===== config.mk =====
export PLATFORM = sky130hd
export DESIGN_NAME = decode_queue
export DESIGN_NICKNAME = d
export VERILOG_FILES = /design/src/rtl/decode_queue.sv
export SDC_FILE = /design/constraint.sdc
export NUM_CORES = 1
export LEC_CHECK = 0
export CAP_MARGIN = 20
export CORE_UTILIZATION = 45
export DETAILED_ROUTE_END_ITERATION = 10
export HOLD_SLACK_MARGIN = 0.06
export PLACE_DENSITY_LB_ADDON = 0.05
export SYNTH_ARGS = -nofsm -noshare
export SYNTH_HDL_FRONTEND = slang
export SYNTH_SLANG_ARGS = --single-unit

===== constraint.sdc =====
create_clock -name clk -period 1.8 [get_ports clk]
set_input_delay 0.45 -clock clk [delete_from_list [all_inputs] [get_ports clk]]
set_output_delay 0.45 -clock clk [all_outputs]
set_load 0.1 [all_outputs]

===== src/rtl/decode_queue.sv =====
// Two-entry skid queue between fetch and decode. Each opcode is decoded when it is
// pushed into the queue, and the immediate-type select is stored with the entry.
//
//  state | meaning
//  EMPTY | no valid entry; head outputs hold stale data
//  ONE   | head valid, tail unused
//  TWO   | head and tail valid; fetch is stalled
module decode_queue #(
  parameter int PC_W = 32
) (
  input  logic            clk,
  input  logic            rst,
  input  logic            flush,
  input  logic            in_valid,
  output logic            in_ready,
  input  logic [31:0]     in_instr,
  input  logic [PC_W-1:0] in_pc,
  output logic            out_valid,
  input  logic            out_ready,
  output logic [31:0]     out_instr,
  output logic [PC_W-1:0] out_pc,
  output logic [4:0]      out_immsel,
  output logic            out_illegal
);

  typedef enum logic [1:0] {
    EMPTY = 2'd0,
    ONE   = 2'd1,
    TWO   = 2'd2
  } state_t;

  typedef struct packed {
    logic [31:0]     instr;
    logic [PC_W-1:0] pc;
    logic [4:0]      immsel;
    logic            illegal;
  } entry_t;

  state_t state_q, state_d;
  entry_t head_q, head_d;
  entry_t tail_q, tail_d;
  entry_t in_entry;
  logic   push, pop;

  // Returns {illegal, immsel}; every listed opcode ends in 2'b11, so a bad low pair is caught here too
  function automatic logic [5:0] decode_op(input logic [6:0] op);
    logic [5:0] r;
    case (op)
      7'b0000011, 7'b0010011, 7'b1100111,
      7'b0001111, 7'b1110011:              r = 6'b0_00001;
      7'b0100011:                          r = 6'b0_00010;
      7'b1100011:                          r = 6'b0_00100;
      7'b0110111, 7'b0010111:              r = 6'b0_01000;
      7'b1101111:                          r = 6'b0_10000;
      7'b0110011:                          r = 6'b0_00000;
      default:                             r = 6'b1_00000;
    endcase
    return r;
  endfunction

  assign in_ready  = (state_q != TWO);
  assign out_valid = (state_q != EMPTY);
  assign push      = in_valid & in_ready;
  assign pop       = out_valid & out_ready;

  always_comb begin
    in_entry.instr                     = in_instr;
    in_entry.pc                        = in_pc;
    {in_entry.illegal, in_entry.immsel} = decode_op(in_instr[6:0]);
  end

  always_comb begin
    state_d = state_q;
    head_d  = head_q;
    tail_d  = tail_q;
    if (flush) begin
      state_d = EMPTY;
    end else begin
      case (state_q)
        EMPTY: begin
          if (push) begin
            state_d = ONE;
            head_d  = in_entry;
          end
        end
        ONE: begin
          if (push && pop) begin
            head_d = in_entry;
          end else if (push) begin
            state_d = TWO;
            tail_d  = in_entry;
          end else if (pop) begin
            state_d = EMPTY;
          end
        end
        TWO: begin
          if (pop) begin
            state_d = ONE;
            head_d  = tail_q;
          end
        end
        default: state_d = EMPTY;
      endcase
    end
  end

  always_ff @(posedge clk) begin
    if (rst) begin
      state_q <= EMPTY;
      head_q  <= '0;
      tail_q  <= '0;
    end else begin
      state_q <= state_d;
      head_q  <= head_d;
      tail_q  <= tail_d;
    end
  end

  assign out_instr   = head_q.instr;
  assign out_pc      = head_q.pc;
  assign out_immsel  = head_q.immsel;
  assign out_illegal = head_q.illegal;

endmodule


# [Word level (Yosys, flattened, before mapping)]
# Cells that the tools add are included.
[classes] muxes=11 bitwise_logic=4 reduce_logical=10 n_eq_ne=19
[op_table] op="70-bit two-way mux" n=3
[op_table] op="70-bit one-hot mux with 3 select lines" n=1
[op_table] op="6-bit one-hot mux with 6 select lines" n=1
[op_table] op="7-bit equality test, second input constant" n=4
[op_table] op="7-bit by 6-bit equality test with 1-bit output, second input constant" n=3
[op_table] op="7-bit by 5-bit equality test with 1-bit output, second input constant" n=2
[op_table] op="2-bit two-way mux" n=5
[op_table] op="2-bit != test, second input constant" n=5
[op_table] op="4-bit AND reduction" n=2
[op_table] op="7-bit by 2-bit equality test with 1-bit output, second input constant" n=1
[op_table] op="7-bit by 4-bit equality test with 1-bit output, second input constant" n=1
[op_table] op="2-bit one-hot mux with 3 select lines" n=1
[op_table] op="5-bit AND reduction" n=1
[op_table] op="5-bit OR reduction" n=1
[op_table] op="2-bit OR reduction" n=2
[op_table] op="3-bit != test, second input constant" n=1
[op_table] op="3-bit nonzero test" n=1
[op_table] op="1-bit bitwise AND" n=2
[op_table] op="2-bit by 1-bit equality test with 1-bit output, second input constant" n=1
[op_table] op="2-bit equality test, second input constant" n=1
[op_table] op="2-bit logical NOT" n=1
[op_table] op="1-bit inverter" n=2
[op_table] op="2-bit nonzero test" n=1
[op_table] op="1-bit logical AND" n=1
[totals] word_cells=53 input_bits=69 reg_bits=142 out_inout_bits=72

# [Depth between registers and ports, before layout]
# Gate-level depths: netlist of run 1.
[logic_depth] depth_word=6 mapped_depth=7

# [Worst setup path after synthesis of run 1]
# OpenSTA, ideal clock, no wires.
[synth_path] path_type="register -> register" startpoint="register state_q[1]" endpoint="register head_q (netlist bit out_pc[5])" setup_time_ns=0.089 path_slack_ns=0.144 path_buffers=2 t_arrival_ns=1.567 period_less_slack_ns=1.656 path_stages_with_launch=7 path_cell_list="dfxtp_1 nor2b_1 buf_2 inv_2 buf_2 nand2_1 a311oi_2"
[synth_between] elab_chain_cells=5 elab_cells_between_ends=14 classes_between="eq/ne (6); mux (1); bitwise (2); reduce/logical (5)"
[synth_rtl] item="start: declaration" line_no="39" source="state_t state_q, state_d;"
[synth_rtl] item="start signal: assignment" line_no="113" source="state_q <= state_d;"
[synth_rtl] item="2-bit != test (*)" line_no="61" source="assign in_ready = (state_q != TWO);"
[synth_rtl] item="net in_ready" line_no="15" source="output logic in_ready,"
[synth_rtl] item="1-bit bitwise AND (*)" line_no="63" source="assign push = in_valid & in_ready;"
[synth_rtl] item="1-bit logical AND" line_no="87" source="if (push && pop) begin"
[synth_rtl] item="2-bit != test (no line)"
[synth_rtl] item="5-bit AND reduction (no line) (*)"
[synth_rtl] item="end signal: assignment" line_no="110" source="head_q <= '0;"
[synth_rtl] item="end signal: assignment" line_no="114" source="head_q <= head_d;"
[synth_rtl] item="end: declaration" line_no="40" source="entry_t head_q, head_d;"
# Mark *: on every way through the listed nets, which the timed path passes. The rest lies on a longest branch.
# A chain may end at the register's enable or synchronous reset.

# [Worst setup path in the final report of run 1]
[layout_path] startpoint="register state_q[1]" endpoint="output in_ready"
[layout_between] elab_chain_cells=1
[layout_rtl] item="2-bit != test" line_no="61"
[layout_rtl] item="end: declaration" line_no="15"
# Every way passes these cells.

==> results of run 1 <==
## timing repair
item	in CTS	in global routing
hold buffers	0	0
setup endpoints to repair	1	0
buffers inserted	1	0
gates resized for setup	2	0
## layout make-up
class | count | area share (%)
Timing Repair Buffer | 191 | 28.3
Clock buffer | 18 | 4.78
Sequential cell | 142 | 31.0
Inverter | 7 | 0.286
Multi-Input combinational cell | 524 | 31.0
Clock inverter | 13 | 2.34
Tap cell | 172 | 2.34
## power by group through the flow
stage | combinational (uW) | sequential (uW) | clock, uW
final | 2000 | 3400 | 3870
after global routing | 2080 | 3420 | 4070
after CTS | 2010 | 3400 | 3910
after detailed placement | 2000 | 3470 | 0
after global placement | 1970 | 3470 | 0
after floorplan | 420 | 4180 | 0
## state kept, by name, summed over array words and instances, names as in the netlist
name and cells:
out_illegal 1, tail_q 70, out_pc 32, state_q 2, out_instr 32, out_immsel 5
## metal layers
layer	vias to the layer above	share of wire, %	track usage, %	wire length, um
li1	2859	-	-	-
met1	2873	42	30.8	7240
met2	221	51	44.3	8840
met3	25	6.2	6.71	1070
met4	0	1.6	9.33	274
met5	-	0	0	0
## kinds of logic (layout without fill, tap and decap cells)
family	count (synthesis)	count (layout)	share of synthesized area, %
simple gates	302	302	20.4
compound gates	221	221	26.4
flops	142	142	47.5
buf+inv	77	229	5.50
mux	1	1	0.167
## through the flow
stage	hold WS [ns]	utilization, %
after floorplan	0.432	-
after CTS	0.333	71.9
after global routing	0.346	71.9
final	0.353	71.9
after detailed placement	0.447	66.7
after global placement	0.441	66.7
## final timing paths
kind,slack [ns],cells after the start,to,from
setup / recovery,0.07,3,in_ready,state_q[1]$_SDFFE_PP0P_
hold / removal,0.35,2,tail_q[56]$_SDFFE_PP0P_,rst
setup reg to reg,0.21,5,out_pc[15]$_SDFFE_PP0P_,state_q[1]$_SDFFE_PP0P_
hold reg to reg,0.46,2,tail_q[25]$_SDFFE_PP0P_,tail_q[25]$_SDFFE_PP0P_
## cell usage in the layout (no fill, tap or decap), types with 5 or more instances in the layout
cell | netlist | routed
buf_12 | 0 | 80
a21oi_1 | 140 | 140
clkdlybuf4s50_1 | 0 | 67
bufinv_16 | 0 | 5
nand3_1 | 6 | 5
clkbuf_16 | 0 | 17
buf_4 | 5 | 44
nand2_1 | 269 | 269
inv_1 | 5 | 5
dfxtp_1 | 142 | 140
a311oi_1 | 37 | 37
a311oi_2 | 29 | 29
## worst reg2reg max path: stages (launching register included)
cell	delay (ns)
dfxtp_2	0.38
nor2b_4	0.18
buf_4	0.16
buf_4	0.35
nand2_1	0.12
a311oi_1	0.31
==> impl_results.md, run 1 <==
- Status: finished, final reports clean
- Die width: 117 um
- Setup crit end kind: primary output
- Period minus WS final: 1.73 ns
- MaxCap Viol Count: 0
- Max_slew headroom: 73.3%
- Worst slack at placement: -0.297 ns
- Pwr/cell area: 1010 nW/um2
- Crit path launch type: flop
- Tot Pwr: 9280 uW
- Setup TNS Final: 0 ns
- Post-synthesis sequential area ratio: 47.5%
- GPL Wtd Cong: 0.820
- DR WL/cell: 16.3 um
- Final hold viol count: 0
- DIE AREA: 13800 um2
- Clk root buf: clkbuf_16
- Switching part of the total: 29.6%
- First-pass detailed-route iteration total: 5
- Fin crit share: 96.2%
- Seq. cell area: 2850 um2
- Post-synth EDFFs: 0
- HPWL Detailed: 11500 um
- Initial antenna violation count: 0
- Post-synthesis register bit count: 142
- Comb pwr share: 21.6%
- Post-DP Area: 8520 um2
- CP max FO: 7
- Synth area leader: dfxtp_1
- Largest net degree at the start of global routing: 65
- Worst-path clk slew: 0.06 ns
- Post-synth ARST share: 0%
- Maximum clock insertion buffer count: 2
- Vias in the first global route: 6033
- Routed WL: 17400 um
- Row cnt: 41
- GRT Util Overall: 25.8%
- Number of I/O pins: 141
- Synth cell count leaders: nand2_1, dfxtp_1, a21oi_1
- Net Count, Synth: 812
- Post-route cell area: 9190 um2
- Top cells by area, synth: dfxtp_1, nand2_1, a21oi_1, a311oi_2, a311oi_1
- FMAX: 0.577 GHz
- CP Buf/Inv Count: 2
- Setup Skew: 0.00632 ns
- Clock sinks: 142
- CP max stage cell: dfxtp_2
- Drt drc: 0
- Routed Antenna Nets: 0
- Layout area overhead: 53.6%
- Req. time, crit path: 1.35 ns
- Synthesis Warnings: 0
- Net switching power: 2750 uW
- CP max stage delay: 0.35 ns
- Ant diodes: 0
- Post-synth top area share: 47.5%
- Cells after synthesis: 743
- Setup-failing EPs final: 0
- H-tree level count: 4
- Vias per inst: 5.60
- Placed cell count: 1035
- PortBufs: 140
- CORE AREA: 12800 um2
- Initial DRC Count: 491
- Top-count cell post-synth: nand2_1
- Pins Over Slew Limit: 0
- RSZ-0062 raised after global routing: false
- Worst EP arrival: 1.28 ns
- Share of layout cells above drive strength 1: 22.0%
- Sequential share of power: 36.7%
- Initial Util: 46.8%
- Worst-skew pair later-pin latency: 0.42 ns
- CTS buffer count: 17
- CP Cell Sequence: nor2b_4 > inv_2 > buf_12
- Tightest Pin Transition: 0.390 ns
- CTS tree: built
- Final #Nets: 952
- Top_reg_cell synth: dfxtp_1
- Non-filler cells, final: 1067
- Worst Path Class, Setup: flop to primary output
- Final worst slack: 0.0680 ns
- Worst IR drop on VDD: 0.754 mV
- Die Ht: 117 um
- Min-Delay Path Class: input pin to flop
- GR Overflow Total: 0
- First-pass GRT wire length: 29200 um
- Crit-path leading delay family: buffers and inverters
- # fillers: 920
- Via Count: 5978
- Clock network fraction of design power: 41.7%
- P_leak: 0.00331 uW
- Area of the multi-input gates: 2850 um2
- Synthesized cell area: 5980 um2
- Int Power: 6530 uW
- Mean Syn Cell Area: 8.05 um2
- Synth cell types: 39
Note: power is estimated with default switching activity, not from simulation.
==> run 2: changes to the inputs <==
--- a/config.mk
+++ b/config.mk
@@ -7,6 +7,7 @@
 export LEC_CHECK = 0
 export CAP_MARGIN = 20
 export CORE_UTILIZATION = 45
+export CTS_CLUSTER_SIZE = 24
 export DETAILED_ROUTE_END_ITERATION = 10
 export HOLD_SLACK_MARGIN = 0.06
 export PLACE_DENSITY_LB_ADDON = 0.05
==> results of run 2 <==
Final layout, timing and power as in run 1 (identical DEF).
==> run 3: changes to the inputs <==
--- a/config.mk
+++ b/config.mk
@@ -6,11 +6,14 @@
 export NUM_CORES = 1
 export LEC_CHECK = 0
 export CAP_MARGIN = 20
-export CORE_UTILIZATION = 45
+export CELL_PAD_IN_SITES_DETAIL_PLACEMENT = 1
+export CELL_PAD_IN_SITES_GLOBAL_PLACEMENT = 1
+export CORE_UTILIZATION = 36
 export CTS_CLUSTER_SIZE = 24
 export DETAILED_ROUTE_END_ITERATION = 10
 export HOLD_SLACK_MARGIN = 0.06
 export PLACE_DENSITY_LB_ADDON = 0.05
+export SETUP_SLACK_MARGIN = 0.3
 export SYNTH_ARGS = -nofsm -noshare
 export SYNTH_HDL_FRONTEND = slang
 export SYNTH_SLANG_ARGS = --single-unit
==> run 3 against run 2 <==
  * The flow now stops in global routing (5_1_grt)
  * Area after synthesis unchanged
  * Synthesized cell count unchanged
==> impl_results.md, run 3 <==
- Clock sinks: 142 (unchanged)
- CTS buffer count: 17 (unchanged)
- Synth cell types: 39 (unchanged)
- Synthesized cell area: 5980 um2 (unchanged)
- Worst ep type: output port
- GRT Util Overall: 82.2%
- Maximum clock insertion buffer count: 2 (unchanged)
- Post-Synth Simple-Gate Area: 20.4% (unchanged)
- Post-synth top area share: 47.5% (unchanged)
- Synth Area in Adders: 0% (unchanged)
- Row cnt: 46 (+12%)
- Top cells by area, synth: dfxtp_1, nand2_1, a21oi_1, a311oi_2, a311oi_1
- GPL Wtd Cong: 0.822 (+0.28%)
- Synth Area in XOR/XNOR: 0% (unchanged)
- Synthesis Warnings: 0 (unchanged)
- Post-synthesis sequential area ratio: 47.5% (unchanged)
- Status: aborted with a tool error
- HPWL Detailed: 13900 um (+20%)
- Cells after synthesis: 743 (unchanged)
- H-tree level count: 4 (unchanged)
- Post-synthesis register bit count: 142 (unchanged)
- Worst setup endpoint GRT: in_ready
- Largest net degree at the start of global routing: 81
- PortBufs: 140 (unchanged)
- Post-synth EDFFs: 0 (unchanged)
- Post-DP Area: 8640 um2 (+1.3%)
- Hold buffers post-CTS: 0 (unchanged)
- Initial Util: 37.3% (-9.6 points)
- Initial antenna violation count: 4
- Post-synthesis mux area share: 0.167% (unchanged)
- Mean Syn Cell Area: 8.05 um2 (unchanged)
- Post-synth ARST share: 0% (unchanged)
- Synth cell count leaders: nand2_1, dfxtp_1, a21oi_1
- Error Message: [ERROR GRT-0232] Routing congestion too high. Check the congestion heatmap in the GUI.
- Die Ht: 131 um (+12%)
- Last stage: global routing (5_1_grt)
- GR Overflow Total: 220
- Number of I/O pins: 141 (unchanged)
- Top_reg_cell synth: dfxtp_1
- Largest family of logic cells by synthesized area: compound AO/OA/AOI/OAI gates
- Synth area leader: dfxtp_1
- Clk root buf: clkbuf_16
- Post-synthesis compound-gate area fraction: 26.4% (unchanged)
- Die width: 131 um (+12%)
- Top-count cell post-synth: nand2_1
- Net Count, Synth: 812 (unchanged)
run 3: cell counts after synthesis:
Identical to the previous run, type by type.
run 3: cell families after synthesis:
logic type / count (synthesis)
flops: 142
compound gates: 221
mux: 1
buf+inv: 77
simple gates: 302
run 3: repair_timing:
item,in CTS
pin swaps,48
gates resized for setup,120
cloned,20
setup endpoints to repair,147
hold endpoints to repair,0
setup buffers,29
run 3: per-layer routing:
| metal | overflow | global-route usage [%] |
|---|---|---|
| met5 | 0 | 27.4 |
| met4 | 90 | 85.9 |
| met3 | 1 | 67.4 |
| met2 | 125 | 97.3 |
| met1 | 4 | 82.5 |
run 3: stage by stage:
step                      instances  setup TNS, ns  setup WS [ns]  utilization, %  hold WS [ns]
after CTS                      1159              0          0.114            64.8         0.397
after detailed placement       1078         -45.24         -0.415            53.8         0.450
after global placement         1078         -29.82         -0.264            53.8         0.442
after floorplan                 743              0          0.297               -         0.432
==> run 4: changes to the inputs <==
==> config.mk (replaced) <==
export PLATFORM = sky130hd
export DESIGN_NAME = decode_queue
export DESIGN_NICKNAME = d
export VERILOG_FILES = /design/src/rtl/decode_queue.sv
export SDC_FILE = /design/constraint.sdc
export NUM_CORES = 1
export LEC_CHECK = 0
export CAP_MARGIN = 20
export CORE_UTILIZATION = 30
export DETAILED_ROUTE_END_ITERATION = 10
export PLACE_DENSITY_LB_ADDON = 0.15
export SYNTH_ARGS = -nofsm -noshare
export SYNTH_HDL_FRONTEND = slang
export SYNTH_SLANG_ARGS = --single-unit
==> run 4 against run 3 <==
  * The flow now finishes without violations
==> impl_results.md, run 4 (synthesis gave the netlist of run 1 again) <==
- Status: finished, final reports clean
- Final #Nets: 958
- CTS buffer count: 17 (unchanged)
- First-pass detailed-route iteration total: 4
- RSZ-0062 raised after global routing: false
- Clock sinks: 142 (unchanged)
- Worst Path Class, Setup: flop to primary output
- Largest register by flop count: tail_q
- CTS tree: built
- HPWL Detailed: 11600 um (-16%)
- Clk root buf: clkbuf_16
- Post-DP Area: 8770 um2 (+1.6%)
- Tightest Pin Transition: 0.369 ns
- GRT Util Overall: 18.1%
- # fillers: 1915
- Ant diodes: 0
- Most common cell after layout, fill and taps aside: nand2_1
- Largest net degree at the start of global routing: 71
- Initial DRC Count: 241
- Max_slew headroom: 75.4%
- Post-route cell area: 9450 um2
- Die width: 143 um (+9.4%)
- Via Count: 5706
- Share of layout cells above drive strength 1: 22.7%
- Number of I/O pins: 141 (unchanged)
- Worst EP arrival: 1.27 ns
- Routed Antenna Nets: 0
- Vias per inst: 4.89
- Maximum clock insertion buffer count: 2 (unchanged)
- Req. time, crit path: 1.35 ns
- GR Overflow Total: 0
- Worst-path clk slew: 0.06 ns
- Pins Over Slew Limit: 0
- Commonest cells after routing, fill and taps aside: nand2_1, a21oi_1, dfxtp_1
- MaxCap Viol Count: 0
- Initial antenna violation count: 0
- Setup-failing EPs final: 0
- Fin crit share: 95.7%
- Die Ht: 143 um (+9.4%)
- Routed WL: 18300 um
- H-tree level count: 4 (unchanged)
- DIE AREA: 20500 um2
- Setup crit end kind: primary output
- GPL Wtd Cong: 0.728 (-11%)
- FMAX: 0.580 GHz
- Worst hold slack: 0.329 ns
- Layout area overhead: 57.9%
- Crit path launch type: flop
- CP max FO: 8
- Drt drc: 0
- Period minus WS final: 1.72 ns
- Initial Util: 30.6% (-6.6 points)
- Worst-skew pair later-pin latency: 0.41 ns
- Min-Delay Path Class: input pin to flop
- Tot Pwr: 9090 uW
- Final Core Density: 48.4%
- Setup Skew: 0.00946 ns
- Vias in the first global route: 5542
- PortBufs: 140 (unchanged)
- CORE AREA: 19500 um2
- Pwr/cell area: 962 nW/um2
- Max reg flops: 70
- Final hold viol count: 0
- DR WL/cell: 15.7 um
- Worst IR drop on VDD: 0.647 mV
- First-pass GRT wire length: 28800 um
- P_leak: 0.00340 uW
- Row cnt: 51 (+11%)
[run 4: worst max-delay path, cell delays in order (launching register included)]
cell and delay [ns]:
dfxtp_2 0.38, nor2b_4 0.20, inv_4 0.10, buf_12 0.18
[run 4: timing repair]
| action | CTS | global route |
|---|---|---|
| hold buffers | 0 | 0 |
| pin swaps | 0 | 2 |
| endpoints found under the setup margin | 2 | 61 |
| buffers inserted | 1 | 2 |
| resized for setup | 3 | 4 |
| gates cloned | 0 | 1 |
[run 4: where the power goes]
group          internal [uW]  switching (uW)
sequential              3270             133
clock                   2260            1390
combinational            790            1250
[run 4: per-stage QoR]
stage	std cells	worst slack, ns	setup TNS, ns
global route	1167	0.0181	0
finish	1167	0.0772	0
floorplan	743	0.144	0
CTS	1164	0.0230	0
detailed placement	1131	-0.460	-44.57
global placement	1131	-0.510	-40.86
[run 4: routing by layer]
layer  track usage [%]  up-vias  wire length, um
li1                  -     2881                -
met1              22.8     2697             8410
met2              30.3      117             8940
met3              4.90       11              838
met4              4.65        0              146
met5                 0        -                0
[run 4: final timing paths]
check                                from                        to  slack (ns)  depth (start not counted)
setup reg to reg  state_q[1]$_SDFFE_PP0P_  out_illegal$_SDFFE_PP0P_        0.21                          5
hold / removal                        rst    tail_q[3]$_SDFFE_PP0P_        0.33                          2
hold reg to reg   tail_q[60]$_SDFFE_PP0P_   tail_q[60]$_SDFFE_PP0P_        0.45                          2
setup / recovery  state_q[1]$_SDFFE_PP0P_                  in_ready        0.08                          3
[run 4: cell type report]
type,instances,area [um2],share of cell area (%)
tap,265,332,3.51
clock buffer,19,453,4.79
inverter,7,28.8,0.305
sequential,142,2850,30.1
timing repair buffer,197,2770,29.3
clock inverter,13,161,1.71
multi-input combinational,524,2860,30.3
